===== config.mk =====
export PLATFORM = sky130hd
export DESIGN_NAME = mem_arbiter
export DESIGN_NICKNAME = d
export VERILOG_FILES = /design/src/rtl/mem_arbiter.sv
export SDC_FILE = /design/constraint.sdc
export NUM_CORES = 1
export LEC_CHECK = 0
export CAP_MARGIN = 20
export CORE_ASPECT_RATIO = 0.75
export CORE_MARGIN = 2
export CORE_UTILIZATION = 30
export CTS_BUF_LIST = sky130_fd_sc_hd__clkbuf_16
export CTS_CLUSTER_SIZE = 25
export DETAILED_ROUTE_END_ITERATION = 12
export GPL_TIMING_DRIVEN = 0
export PLACE_DENSITY = 0.65
export SETUP_SLACK_MARGIN = 0.5
export SLEW_MARGIN = 0
export SYNTH_ARGS = -nofsm -noshare
export SYNTH_HDL_FRONTEND = slang
export SYNTH_SLANG_ARGS = --single-unit

===== constraint.sdc =====
create_clock -name CLK -period 2.2 [get_ports CLK]
set_clock_uncertainty 0.15 [all_clocks]
set_input_delay 0.22 -clock CLK [delete_from_list [all_inputs] [get_ports CLK]]
set_output_delay 0.22 -clock CLK [all_outputs]
set_load 0.02 [all_outputs]

===== src/rtl/mem_arbiter.sv =====
// Two-port memory arbiter: instruction and data requesters share one RAM port.
// Data wins by default; a waiting instruction fetch is forced through after STARVE_LIMIT data grants.
module mem_arbiter #(
  parameter int unsigned STARVE_LIMIT = 4,
  parameter int unsigned TIMEOUT      = 255
) (
  input  logic        CLK,
  input  logic        nRST,
  input  logic        iREN,
  input  logic [31:0] iaddr,
  output logic        iwait,
  output logic [31:0] iload,
  input  logic        dREN,
  input  logic        dWEN,
  input  logic [31:0] daddr,
  input  logic [31:0] dstore,
  output logic        dwait,
  output logic [31:0] dload,
  output logic        ram_ren,
  output logic        ram_wen,
  output logic [31:0] ram_addr,
  output logic [31:0] ram_wdata,
  input  logic [31:0] ram_rdata,
  input  logic        ram_ack,
  output logic        ram_err
);

  localparam int unsigned SW_MIN = $clog2(STARVE_LIMIT + 1);
  localparam int unsigned SW     = (SW_MIN < 3) ? 3 : SW_MIN;
  localparam int unsigned CW_MIN = $clog2(TIMEOUT + 1);
  localparam int unsigned CW     = (CW_MIN < 1) ? 1 : CW_MIN;

  localparam logic [SW-1:0] STARVE_CNT  = SW'(STARVE_LIMIT);
  localparam logic [CW-1:0] TIMEOUT_CNT = CW'(TIMEOUT);

  typedef enum logic [1:0] {
    IDLE,
    IGRANT,
    DGRANT
  } state_t;

  state_t        r_state;
  logic [SW-1:0] r_starve;
  logic [CW-1:0] r_cycles;
  logic          r_ram_ren;
  logic          r_ram_wen;
  logic [31:0]   r_ram_addr;
  logic [31:0]   r_ram_wdata;

  logic          w_dreq;
  logic          w_ipick;
  logic          w_busy;
  logic          w_expired;
  logic [SW-1:0] w_starve_inc;

  assign w_dreq       = dREN | dWEN;
  assign w_ipick      = iREN & (~w_dreq | (r_starve >= STARVE_CNT));
  assign w_busy       = (r_state != IDLE);
  assign w_expired    = (r_cycles == TIMEOUT_CNT);
  assign w_starve_inc = (&r_starve) ? r_starve : r_starve + 1'b1;

  always_ff @(posedge CLK or negedge nRST) begin
    if (!nRST) begin
      r_state     <= IDLE;
      r_starve    <= '0;
      r_cycles    <= '0;
      r_ram_ren   <= 1'b0;
      r_ram_wen   <= 1'b0;
      r_ram_addr  <= '0;
      r_ram_wdata <= '0;
    end else begin
      case (r_state)
        IDLE: begin
          r_cycles <= '0;
          if (w_ipick) begin
            r_state     <= IGRANT;
            r_ram_ren   <= 1'b1;
            r_ram_wen   <= 1'b0;
            r_ram_addr  <= iaddr;
            r_ram_wdata <= '0;
            r_starve    <= '0;
          end else if (w_dreq) begin
            // A combined read+write request is issued as a write.
            r_state     <= DGRANT;
            r_ram_ren   <= ~dWEN;
            r_ram_wen   <= dWEN;
            r_ram_addr  <= daddr;
            r_ram_wdata <= dstore;
            r_starve    <= iREN ? w_starve_inc : '0;
          end else begin
            r_starve    <= '0;
          end
        end
        IGRANT, DGRANT: begin
          if (ram_ack || w_expired) begin
            r_state   <= IDLE;
            r_ram_ren <= 1'b0;
            r_ram_wen <= 1'b0;
            r_cycles  <= '0;
          end else begin
            r_cycles  <= r_cycles + 1'b1;
          end
        end
        default: r_state <= IDLE;
      endcase
    end
  end

  // Completion and timeout follow ram_ack in the same cycle, so these decode state with the live ack.
  assign iwait     = ~((r_state == IGRANT) & ram_ack);
  assign dwait     = ~((r_state == DGRANT) & ram_ack);
  assign ram_err   = w_busy & ~ram_ack & w_expired;
  assign iload     = ram_rdata;
  assign dload     = ram_rdata;

  assign ram_ren   = r_ram_ren;
  assign ram_wen   = r_ram_wen;
  assign ram_addr  = r_ram_addr;
  assign ram_wdata = r_ram_wdata;

endmodule


==> flow_summary.toml <==
[place]
gp_congestion = 0.749
detailedPlacementHpwl_mm = 9.40
dp.cells = 785
io_buffer_count = 233

[power_and_ir_drop]
leakage_nw = 3.86
vdd_drop_max_uv = 568
overall_power_of_the_completed_layout_w = 0.00843
power_per_cell_area_nw_per_um2 = 1150

[global_routing]
grt_pass1_wl_mm = 19.3
maximum_number_of_pins_on_one_net_before_global_route_repair = 42
grt_overflow_total = 0
antenna_violations_before_repair = 0
global_routing_usage_summed_across_all_routing_layers_pct = 17.3
grt_pass1_vias = 3851

[yosys]
syn-mean-instance-area_sq_um = 10.5
synth.net_count = 521
yosys_register_bits = 79
synth_largest_type_area_fraction_pct = 49.7
count_of_synthesis_stage_warnings_from_yosys = 0
post_synth_num_cell_types = 35
netlist_area_sq_um = 3980
synth.area.top_cells = "sky130_fd_sc_hd__dfrtp_1 50%, sky130_fd_sc_hd__buf_4 12%, sky130_fd_sc_hd__mux2i_1 8.1%, sky130_fd_sc_hd__a22o_1 7.5%, sky130_fd_sc_hd__o21ai_0 5.8%"
synth_cells = 380
synth_largest_area_cell = "sky130_fd_sc_hd__dfrtp_1"
yosysSeqAreaShare_pct = 49.7

[sta]
worst_pin_slew_ps = 524
grt_setup_unrepaired = "yes"
relSlewSlack_pct = 64.6
fin_crit_sh_pct = 88.3
report.final.slew_viol_count = 0
setup_viol = 0
hold-worst-slack_ps = 238
max_freq_ghz = 0.515
min_period_ps = 1940
hold_viol = 0

[clock_network]
ctsRootBufferMaster = "sky130_fd_sc_hd__clkbuf_16"
clock_latency_ps = 330
clock_tree_from_tritoncts = "done"
clk_pin_slew_ps = 60
clock_tree.htree_level_count = 3
cts.sinks = 79
cts_buffers = 9
clock_path_buffers = 2

[critical_path]
regToRegStartpoint = "r_state[1]$_DFFE_PN0P_"
regToRegSetupSlack_ps = 310
r2r-end = "r_state[0]$_DFFE_PN0P_"
timing.reg2reg.worst_path_depth = 7
start_kind = "flop"
timing.critical_path.fanout_max = 6
critical_path.endpoint_type = "primary output"
worst-setup-path-type = "reg -> out"
critPathArrivalTime_ps = 1570
endpoint_required_time_on_the_critical_path_ps = 1830

[floorplanning]
floorplan.core_area_sq_um = 13000
die_area_sq_um = 14200
die_h_um = 104
ios = 267
placement_rows = 36
start_util_pct = 30.7
dieWidth_um = 137

[final_layout]
final_nets = 790
fill_cells = 1122
diodes = 0
area.growth.synth_to_final_pct = 84.5
ff_latch_area_sq_um = 1980
multiInputGateArea_sq_um = 1470
post-route-util_pct = 56.5
finalNonFillerCells = 825
layout-drive-gt1-share_pct = 23.1

[drt]
detail_route.wirelength_mm = 12.7
remaining_number_of_nets_flagged_by_the_antenna_check_after_routing = 0
route.detailed.drc = 0
detail_route.wl_per_cell_um = 15.4
drt_first_iter_violations = 123
vias = 3777
drt_pre_antenna_iters = 4
routed_vias_inst = 4.58

[outcome]
outcome = "completed"

[hold_path]
worst_hold_path_type = "in -> async"

[job]
maxCapViolCount = 0
==> placed cells by master, fill, tap and decap left out, types with 3 or more instances in the layout <==
cell type / count
sky130_fd_sc_hd__dlymetal6s2s_1: 38
sky130_fd_sc_hd__a22o_1: 34
sky130_fd_sc_hd__nor2_1: 3
sky130_fd_sc_hd__nand3_1: 5
sky130_fd_sc_hd__clkbuf_16: 10
sky130_fd_sc_hd__buf_2: 5
sky130_fd_sc_hd__buf_6: 15
sky130_fd_sc_hd__clkdlybuf4s50_1: 174
sky130_fd_sc_hd__inv_2: 3
sky130_fd_sc_hd__a21oi_1: 7
sky130_fd_sc_hd__o21ai_1: 14
sky130_fd_sc_hd__dfrtp_1: 78
sky130_fd_sc_hd__ha_1: 4
sky130_fd_sc_hd__buf_4: 86
sky130_fd_sc_hd__mux2i_1: 31
sky130_fd_sc_hd__clkbuf_2: 3
sky130_fd_sc_hd__inv_1: 6
sky130_fd_sc_hd__dlygate4sd2_1: 17
sky130_fd_sc_hd__o21ai_0: 31
sky130_fd_sc_hd__nand2_1: 41
==> routing by layer <==
metal | track usage (%) | wire [um]
met1 | 20.5 | 5090
met4 | 5.08 | 124
met3 | 5.78 | 1060
met2 | 29.6 | 6460
met5 | 0 | 0
==> flip-flops by register name, summed over array words and instances (netlist names) <==
| name | count |
|---|---|
| ram_addr | 32 |
| ram_wen | 1 |
| ram_ren | 1 |
| ram_wdata | 32 |
| r_starve | 3 |
| r_cycles | 8 |
| r_state | 2 |
==> logic make-up (layout without fill, tap and decap cells) <==
logic type,after synthesis,after routing,share of synthesized area (%)
compound gates,99,99,16.6
buf+inv,96,370,15.7
flops,79,79,49.7
simple gates,67,67,7.68
mux,32,32,8.06
fa+ha+maj,7,7,2.20
==> stage by stage <==
stage               setup slack [ps]  area, sq um  setup TNS [ps]
floorplan                        368         4010               0
global placement               -2060         6550         -170200
detailed placement              -241         6570           -9830
global route                     170         7340               0
finish                           258         7340               0
CTS                              255         7080               0
==> how the worst max path moves through the flow <==
stage / start / to / slack, ps / cells after the start
2_1_floorplan: r_state[0]$_DFFE_PN0P_ / r_cycles[3]$_DFFE_PN0P_ / 370 / 7
5_1_grt: r_cycles[1]$_DFFE_PN0P_ / ram_err / 170 / 6
3_3_place_gp: nRST / r_cycles[5]$_DFFE_PN0P_ / -2060 / 1
3_5_place_dp: dWEN / ram_wdata[27]$_DFFE_PN0P_ / -240 / 6
6_report: r_cycles[1]$_DFFE_PN0P_ / ram_err / 260 / 6
4_1_cts: r_cycles[0]$_DFFE_PN0P_ / ram_err / 260 / 6
==> final cells by class <==
type,count,share of cell area [%]
repair buffers,258,35.9
inverters,8,0.409
clock buffers,9,3.07
flip-flops and latches,79,27.0
plain buffers,88,9.65
multi-input cells,205,20.1
clock inverters,7,0.989
well taps,171,2.92
==> critical path, stage by stage, from the launching register on <==
cell	delay [ps]
sky130_fd_sc_hd__dfrtp_1	360
sky130_fd_sc_hd__ha_2	180
sky130_fd_sc_hd__and4_1	180
sky130_fd_sc_hd__buf_6	120
sky130_fd_sc_hd__nand4_1	120
sky130_fd_sc_hd__nor3_2	120
sky130_fd_sc_hd__buf_4	160
==> power by group <==
group	leakage, nW	switching, W	internal [W]	total (W)
combinational	2.73	0.00227	0.00223	0.00449
sequential	0.989	0.000351	0.00209	0.00244
clock	0.148	0.000618	0.000883	0.00150
==> cell usage after synthesis <==
master                      instances
sky130_fd_sc_hd__a21oi_1            7
sky130_fd_sc_hd__nor2_1             5
sky130_fd_sc_hd__nor4b_1            1
sky130_fd_sc_hd__nor3_1             3
sky130_fd_sc_hd__a41o_1             2
sky130_fd_sc_hd__buf_2             13
sky130_fd_sc_hd__nand4_1            1
sky130_fd_sc_hd__clkbuf_1          10
sky130_fd_sc_hd__and3_2             1
sky130_fd_sc_hd__mux2i_1           32
sky130_fd_sc_hd__or4_1              2
sky130_fd_sc_hd__o22ai_1            1
sky130_fd_sc_hd__nand3_1            5
sky130_fd_sc_hd__buf_4             64
sky130_fd_sc_hd__dfrtp_1           79
sky130_fd_sc_hd__a21o_1             2
sky130_fd_sc_hd__nor3b_1            1
sky130_fd_sc_hd__a211oi_1           1
sky130_fd_sc_hd__inv_1              8
sky130_fd_sc_hd__nand2_1           41
sky130_fd_sc_hd__buf_6              1
sky130_fd_sc_hd__a41oi_1            1
sky130_fd_sc_hd__nand2b_1           2
sky130_fd_sc_hd__o21ai_1            1
sky130_fd_sc_hd__o21ai_2            1
sky130_fd_sc_hd__and4_1             1
sky130_fd_sc_hd__nand3b_1           1
sky130_fd_sc_hd__a2bb2oi_1          2
sky130_fd_sc_hd__or2_1              1
sky130_fd_sc_hd__a32o_1             1
sky130_fd_sc_hd__nor2b_1            1
sky130_fd_sc_hd__a22o_1            34
sky130_fd_sc_hd__nor4_1             1
sky130_fd_sc_hd__ha_1               7
sky130_fd_sc_hd__o21ai_0           46
==> repair_timing <==
item | in CTS | in global routing
hold buffers | 1 | 0
pin swaps | 2 | 3
hold endpoints to repair | 38 | 0
gates resized for setup | 70 | 79
setup endpoints to repair | 91 | 113
cloned | 3 | 0
setup buffers | 9 | 11
No activity file was read; power rests on OpenSTA's default activity.
